`config.mk`:
```
export PLATFORM = sky130hd
export DESIGN_NAME = ip_sequencer
export DESIGN_NICKNAME = d
export VERILOG_FILES = /design/src/rtl/ip_seq_pkg.sv /design/src/rtl/ip_sequencer_ret_stack.sv /design/src/rtl/ip_sequencer.sv
export SDC_FILE = /design/constraint.sdc
export NUM_CORES = 1
export LEC_CHECK = 0
export ABC_AREA = 1
export CAP_MARGIN = 10
export CORE_AREA = 2 2 83 85
export CTS_BUF_LIST = sky130_fd_sc_hd__clkbuf_8 sky130_fd_sc_hd__clkbuf_16
export CTS_CLUSTER_DIAMETER = 50
export DETAILED_ROUTE_END_ITERATION = 16
export DIE_AREA = 0 0 85 87
export GPL_ROUTABILITY_DRIVEN = 0
export PLACE_DENSITY = 0.79
export SLEW_MARGIN = 0
export SYNTH_ARGS = -nofsm -noshare
export SYNTH_HDL_FRONTEND = slang
export SYNTH_SLANG_ARGS = --single-unit
export TNS_END_PERCENT = 100
```
`constraint.sdc`:
```
create_clock -name clk -period 1.7 [get_ports clk]
set_input_delay 0.51 -clock clk [delete_from_list [all_inputs] [get_ports clk]]
set_output_delay 0.51 -clock clk [all_outputs]
set_load 0.005 [all_outputs]
```
`src/rtl/ip_seq_pkg.sv`:
```
// Shared types and constants for the instruction-pointer sequencer.
package ip_seq_pkg;

   localparam int unsigned ADDR_W          = 8;
   localparam int unsigned STACK_DEPTH_DEF = 4;

   localparam logic OPSEL_INC  = 1'b0;
   localparam logic OPSEL_LOAD = 1'b1;

   typedef logic [ADDR_W-1:0] addr_t;

   typedef enum logic [2:0] {
      ST_IDLE   = 3'd0,
      ST_FETCH  = 3'd1,
      ST_EXEC   = 3'd2,
      ST_UPDATE = 3'd3,
      ST_HALT   = 3'd4
   } state_t;

   // 8-bit wrap-around successor address.
   function automatic addr_t next_addr(input addr_t a);
      return a + addr_t'(1);
   endfunction

endpackage

```
`src/rtl/ip_sequencer_ret_stack.sv`:
```
// Return-address LIFO: one push or pop per cycle, top is the most recent entry.
module ret_stack
   import ip_seq_pkg::*;
#(
   parameter int unsigned DEPTH = STACK_DEPTH_DEF
) (
   input  logic  clk,
   input  logic  rst_n,
   input  logic  push,
   input  logic  pop,
   input  addr_t din,
   output addr_t top,
   output logic  full,
   output logic  empty
);

   localparam int unsigned IW   = (DEPTH > 1) ? $clog2(DEPTH) : 1;
   localparam int unsigned SP_W = IW + 1;

   logic [SP_W-1:0] sp;
   addr_t           mem [DEPTH];
   logic [IW-1:0]   wr_idx;
   logic [IW-1:0]   rd_idx;

   assign wr_idx = sp[IW-1:0];
   assign rd_idx = IW'(sp - SP_W'(1));
   assign full   = (sp == SP_W'(DEPTH));
   assign empty  = (sp == '0);
   assign top    = empty ? '0 : mem[rd_idx];

   // Stack pointer and storage; pop wins if both are requested.
   always_ff @(posedge clk or negedge rst_n) begin
      if (!rst_n) begin
         sp <= '0;
         for (int unsigned i = 0; i < DEPTH; i++) begin
            mem[i] <= '0;
         end
      end else if (pop && !empty) begin
         sp <= sp - SP_W'(1);
      end else if (push && !full) begin
         mem[wr_idx] <= din;
         sp          <= sp + SP_W'(1);
      end
   end

endmodule

```
`src/rtl/ip_sequencer.sv`:
```
// Instruction-pointer sequencer: fetch handshake, branch/call/return decision,
// IP register update strobe and return-address stack with fault halting.
module ip_sequencer
   import ip_seq_pkg::*;
#(
   parameter int unsigned STACK_DEPTH = STACK_DEPTH_DEF
) (
   input  logic       clk,
   input  logic       rst_n,
   input  logic       run,
   output logic       mem_req,
   input  logic       mem_ready,
   output logic       instr_valid,
   input  logic       dec_done,
   input  logic       br_take,
   input  logic [7:0] br_target,
   input  logic       call,
   input  logic       ret,
   input  logic [7:0] ip_cur,
   output logic       ip_enable,
   output logic       ip_opsel,
   output logic [7:0] ip_load,
   output logic       halted,
   output logic       stk_ovf,
   output logic       stk_unf
);

   state_t state;
   state_t state_nxt;

   logic  accept;
   logic  exec_done;
   logic  sel_ret;
   logic  sel_call;
   logic  sel_br;
   logic  ovf_hit;
   logic  unf_hit;
   logic  stk_full;
   logic  stk_empty;
   addr_t stk_top;

   logic  dec_opsel;
   addr_t dec_load;

   logic  mem_req_d;
   logic  instr_valid_d;
   logic  ip_enable_d;
   logic  ip_opsel_d;
   addr_t ip_load_d;
   logic  halted_d;
   logic  stk_ovf_d;
   logic  stk_unf_d;

   assign accept    = (state == ST_FETCH) && mem_req && mem_ready;
   assign exec_done = (state == ST_EXEC) && dec_done;
   assign sel_ret   = exec_done && ret;
   assign sel_call  = exec_done && !ret && call;
   assign sel_br    = exec_done && !ret && !call && br_take;
   assign ovf_hit   = sel_call && stk_full;
   assign unf_hit   = sel_ret && stk_empty;

   ret_stack #(
      .DEPTH (STACK_DEPTH)
   ) u_stack (
      .clk   (clk),
      .rst_n (rst_n),
      .push  (sel_call && !stk_full),
      .pop   (sel_ret && !stk_empty),
      .din   (next_addr(ip_cur)),
      .top   (stk_top),
      .full  (stk_full),
      .empty (stk_empty)
   );

   // State register.
   always_ff @(posedge clk or negedge rst_n) begin
      if (!rst_n) begin
         state <= ST_IDLE;
      end else begin
         state <= state_nxt;
      end
   end

   // Next-state selection; stack faults divert EXEC straight to HALT.
   always_comb begin
      state_nxt = state;
      unique case (state)
         ST_IDLE:   state_nxt = run ? ST_FETCH : ST_IDLE;
         ST_FETCH:  state_nxt = accept ? ST_EXEC : ST_FETCH;
         ST_EXEC: begin
            if (dec_done) begin
               state_nxt = (ovf_hit || unf_hit) ? ST_HALT : ST_UPDATE;
            end
         end
         ST_UPDATE: state_nxt = run ? ST_FETCH : ST_IDLE;
         ST_HALT:   state_nxt = ST_HALT;
         default:   state_nxt = ST_IDLE;
      endcase
   end

   // Latch the winning decision when the decoder reports completion.
   always_ff @(posedge clk or negedge rst_n) begin
      if (!rst_n) begin
         dec_opsel <= OPSEL_INC;
         dec_load  <= '0;
      end else if (exec_done) begin
         dec_opsel <= (sel_ret || sel_call || sel_br) ? OPSEL_LOAD : OPSEL_INC;
         if (sel_ret) begin
            dec_load <= stk_top;
         end else if (sel_call || sel_br) begin
            dec_load <= br_target;
         end else begin
            dec_load <= '0;
         end
      end
   end

   // Output next values. Outputs lag the state by one register stage, so
   // ip_enable lands one cycle after UPDATE is entered and a re-fetch from
   // UPDATE only raises mem_req once the IP register has taken the new value;
   // mem_req is cleared on the accepting edge to avoid an extra request cycle.
   always_comb begin
      mem_req_d     = (state == ST_FETCH) && !accept;
      instr_valid_d = accept;
      ip_enable_d   = (state == ST_UPDATE);
      ip_opsel_d    = ip_opsel;
      ip_load_d     = ip_load;
      if (state == ST_UPDATE) begin
         ip_opsel_d = dec_opsel;
         ip_load_d  = dec_load;
      end
      halted_d  = (state_nxt == ST_HALT);
      stk_ovf_d = stk_ovf || ovf_hit;
      stk_unf_d = stk_unf || unf_hit;
   end

   // Output register.
   always_ff @(posedge clk or negedge rst_n) begin
      if (!rst_n) begin
         mem_req     <= 1'b0;
         instr_valid <= 1'b0;
         ip_enable   <= 1'b0;
         ip_opsel    <= 1'b0;
         ip_load     <= '0;
         halted      <= 1'b0;
         stk_ovf     <= 1'b0;
         stk_unf     <= 1'b0;
      end else begin
         mem_req     <= mem_req_d;
         instr_valid <= instr_valid_d;
         ip_enable   <= ip_enable_d;
         ip_opsel    <= ip_opsel_d;
         ip_load     <= ip_load_d;
         halted      <= halted_d;
         stk_ovf     <= stk_ovf_d;
         stk_unf     <= stk_unf_d;
      end
   end

endmodule
```
Word level (Yosys, flattened, before mapping)
Cells that the tools add are included.
Word-level totals
  register bits after elaboration: 62
Cells by class
  add/subtract/negate cells: 3
  order comparisons: 3
  equal/unequal tests: 6
  mux-type cells: 17
  bitwise gates (word level): 3
  reduce and logical (&&, ||, !) cells: 32
Operator list (count)
  $mux 8: 6
  $bwmux 32: 1
  $bmux 8 s2: 1
  $demux 8 s2: 1
  $logic_and 1x1->1: 16
  $mux 3: 4
  $pmux 3 s4: 1
  $eq 3x3->1 const B: 3
  $add 8x1->8 const B: 1
  $eq 3x2->1 const B: 2
  $ge 3x3->1 const B: 2
  $logic_not 3->1: 2
  $logic_or 1x1->1: 6
  $not 2->3: 2
  $logic_not 1->1: 5
  $add 3x1->3 const B: 1
  $eq 3x1->1 const B: 1
  $lt 3x1->1 const B: 1
  $sub 3x1->3 const B: 1
  $mux 1: 2
  $mux 2: 1
  $reduce_and 2->1: 1
  $reduce_bool 2->1: 1
  $reduce_or 2->1: 1
  $not 1->1: 1

Longest topological paths before layout
  depth in word-level cells: 10
  gate-level depth with buffers: 11

Hierarchy
Synthesis repeated with hierarchy kept, for this count alone.
Second synthesis, totals
  cells, all modules: 387
  area, all modules: 3241.9 sq um
By module, submodules not included
  ret_stack: times used 1, cells each 239, area an instance 1959.4 sq um, seq. area each 875.8 sq um
  ip_sequencer: times used 1, cells each 148, area an instance 1282.5 sq um, seq. area each 675.6 sq um

Worst setup path after synthesis
No wires, ideal clock.
  kind: register -> register
  start point: register u_stack.sp[0]
  end point: register dec_load[0]
  data arrival time: 1.746 ns
  setup slack: -0.115 ns
  cell stages (with the launch flop): 11
  buffers on the path: 3
  clock period less this slack: 1.815 ns
  cells stage by stage: dfrtp_1 > buf_2 > inv_1 > buf_2 > ha_1 > clkbuf_1 > inv_1 > o21ai_0 > o22ai_1 > nand2_1 > nand3_1
Between the ends
  longest elaborated chain between the ends: 7
  elaborated cells on any way between the ends: 8
Ends and longest elaborated chain
  start, declared: RTL line ip_sequencer_ret_stack.sv:20  | logic [SP_W-1:0] sp;
  start signal, assigned: RTL line ip_sequencer_ret_stack.sv:39  | sp <= sp - SP_W'(1);
  start signal, assigned: RTL line ip_sequencer_ret_stack.sv:42  | sp <= sp + SP_W'(1);
  $sub 3x1->3
  net u_stack.rd_idx[0]: RTL line ip_sequencer_ret_stack.sv:23  | logic [IW-1:0] rd_idx;
  $not 2->3 (implied by the code): RTL line ip_sequencer_ret_stack.sv:29  | assign top = empty ? '0 : mem[rd_idx];
  $bmux 8 s2: RTL line ip_sequencer_ret_stack.sv:29
  $mux 8 (implied by the code) (2 in series): RTL line ip_sequencer_ret_stack.sv:29
  $mux 8: RTL line ip_sequencer_ret_stack.sv:29
  $mux 8: RTL line ip_sequencer.sv:108  | if (sel_ret) begin
  end signal, assigned: RTL line ip_sequencer.sv:109  | dec_load <= stk_top;
  end signal, assigned: RTL line ip_sequencer.sv:111  | dec_load <= br_target;
  end, declared: RTL line ip_sequencer.sv:43  | addr_t dec_load;
The timed path passes the listed nets, and every way through them passes these cells. The select of a mux whose other input is x is not followed.
A chain may end at the register's enable or synchronous reset.

Worst setup path in the final report
  start point: register instr_valid
  end point: output instr_valid
RTL lines
  start, declared: RTL line ip_sequencer.sv:13  | output logic instr_valid,
  start signal, assigned: RTL line ip_sequencer.sv:150  | instr_valid <= instr_valid_d;
No word-level cell between the ends.

==> key figures <==
Layout
  • Commonest non-fill, non-tap cell in the layout: nand2_1
  • Diodes inserted: 0
  • Design Area, Final: slightly above 4000 µm²
  • Layout area overhead: 30.42%
  • Commonest non-fill, non-tap cells in the layout: 148 x nand2_1, 62 x dfrtp_1, 39 x nand3_1
  • Layout Nets: between 400 and 500
  • Fin cells: about 540
  • Ratio of cells with drive above 1 in the final layout: about 16%

Timing
  • Fmax achieved: around 600 MHz
  • Clock skew: approximately 0.008 ns
  • Smallest hold slack: ~0.17 ns
  • Final setup viols: 0
  • Crit share post-route: between 90% and 100%
  • RSZ-0062 raised after global routing: no
  • Period minus WS final: about 1.7 ns
  • Min setup slack post-route: between 0.04 and 0.05 ns
  • Final hold violations: 0
  • Relative slew margins: about four fifths
  • Max Slew Vio Count: 0
  • Worst-Margin Slew: approximately 0.33 ns

Clock tree
  • Hold buffer count at cts: 0
  • Cts bufs inserted: 9
  • Root buffer cell: clkbuf_8
  • Clock sink count: 62
  • CTS tree: yes
  • CTS clk-pin slew, worst paths: approximately 0.07 ns
  • Clk buf depth: 2
  • H-tree depth: 3
  • Clock network latency to the later pin of the worst-skew pair: approximately 0.35 ns

Setup path
  • Crit path DAT: 1.14 ns
  • Top delay family on crit path: buffers and inverters
  • Startpoint Class: flop
  • Slowest stage delay, CP: between 0.4 and 0.5 ns
  • Worst EP required: 1.19 ns
  • Worst-path cell chain: clkdlybuf4s50_1
  • Worst Setup Path Type: flop to output pin
  • Crit-path max FO: 1
  • CP max-delay cell: clkdlybuf4s50_1
  • CP Buf/Inv Count: 1
  • Setup crit end kind: output pin

Synth
  • Synth area leader: dfrtp_1
  • Post-Synth Adder-Cell Area: 2.398%
  • XOR/XNOR share of the synthesized area: 1.119%
  • Synth cell types: 25
  • Post-synth top area share: around half
  • Cells after Synth: 381
  • Simple-gate share of the synthesized area: between 30% and 40%
  • Post-synthesis sequential area ratio: 49.56%
  • Mean Syn Cell Area: 8.217 µm²
  • Flops & latches, synth: 62
  • Synthesis warning total: 0
  • Largest family of logic cells by synthesized area: simple AND/OR/NAND/NOR gates
  • Mapped cell area: 3131 µm²
  • Synth area leaders: dfrtp_1 50%, nand2_1 18%, nand3_1 6.2%, nand4_1 4.4%, nand4_4 3.4%
  • Synth Area in Compound Gates: approximately 5.1%
  • Mux cell area share after synthesis: 0%
  • Net Count, Synth: approximately 400

Outcome
  • Run status: complete, no violations

Power and ir drop
  • Leakage: approximately 2.2 nW
  • Cell Pwr Density: 1347 nW/µm²
  • Worst vdd ir: around 0.8 mV
  • Power, Total: between 0.005 and 0.006 W

Drt
  • Routed wire per std cell: ~13 µm
  • Via count: about 2900
  • Post-route DRC: 0
  • DR vias/cell: 5.312
  • Drt first-iter violations: 222
  • Pre-antenna DRT Iters: 5
  • Post-Route WL: 7236 µm
  • Routed Antenna Nets: 0

Floorplanning
  • Die Span X: roughly 85 µm
  • I/O Pins: 39
  • Core area: about 6600 µm²
  • Row count: 30
  • Die H: around 87 µm
  • Die ar.: 7395 µm²
  • Initial Utilization: approximately 48%

Hold path
  • Worst min path class: primary input to async pin

GRT
  • Gr usage total: a little over a fifth
  • Vias in the first global route: between 2000 and 3000
  • Gr ovfl total: 0
  • Initial antenna violation count: 0
  • Largest net degree at the start of global routing: 63
  • First-pass GRT wire length: around 12000 µm

Placed design
  • Hpwl dp: between 5000 and 6000 µm
  • Placed inst area: 3824 µm²
  • Number of port buffers: 38
  • Post-Place Cells: between 500 and 600
  • Setup slack at placement: -0.2512 ns

Flow run
  • Max-cap violations: 0
-- worst paths after layout --
| path | startpoint | endpoint | slack (ns) | cells after the start |
|---|---|---|---|---|
| worst max-delay path | instr_valid | instr_valid | 0.05 | 1 |
| worst min-delay path | rst_n | mem_req | 0.17 | 2 |
| worst max register to register | u_stack.sp[1] | dec_load[7] | 0.08 | 7 |
| worst min register to register | stk_ovf | stk_ovf | 0.47 | 2 |
| max in group asynchronous | rst_n | u_stack.mem[24] | 1.26 | 2 |
| min in group clk | stk_ovf | stk_ovf | 0.47 | 2 |
-- power by group --
group | switching [W] | internal, W | total, W
Sequential | 0.000191 | 0.00180 | 0.00199
Clock | 0.000617 | 0.000875 | 0.00149
Combinational | 0.00120 | 0.000818 | 0.00201
-- synth_stat cells, drive strengths merged --
cell type and number:
nand2 149, dfrtp 62, nand3 39, nand4 27
nor2 26, inv 24, o21ai 18, buf 10
o22ai 8, ha 6, xor2 3, a21oi 2
clkbuf 2, clkinv 2, a31oi 1, nand3b 1
xnor2 1
-- through the flow --
step                      util [%]  setup TNS, ns
final                        62.15              0
after global routing         62.15              0
after CTS                    61.89              0
after detailed placement     58.21         -9.852
after global placement       58.21         -7.688
after floorplan                  -              0
-- layer usage --
metal  wire [µm]  global-route usage [%]  up-vias
li1            -                       -     1410
met1        3161                   28.18     1341
met2        3457                   35.16      113
met3         478                   2.844       10
met4         139                   9.812        0
met5           0                       0        -
-- flip-flops by register name, summed over array words and instances, names as in the netlist, 3 cells and up --
register,flops
dec_load,8
ip_load,8
state,3
u_stack.mem,32
u_stack.sp,3
-- cell type report --
class	instances	area, µm²
Clock inverter	6	92.59
Fill cell	536	2486
Clock buffer	10	137.6
Sequential cell	62	1551
Multi-Input combinational cell	281	1416
Tap cell	80	100.1
Timing Repair Buffer	76	686.9
Inverter	26	97.59
-- repair_timing --
action                                  CTS  global route
endpoints found under the setup margin   10            11
setup buffers                             3             0
endpoints found under the hold margin     0             0
gates resized for setup                   9             7
-- cells by family (layout without fill, tap and decap cells) --
logic type	count (synthesis)	after routing
buffers and inverters	38	118
and+or+nand+nor	242	242
xor gates and xnor gates	4	4
AOI/OAI and AO/OA	29	29
DFF	62	62
adders and majority gates	6	6
(Power assumes the default switching activity.)
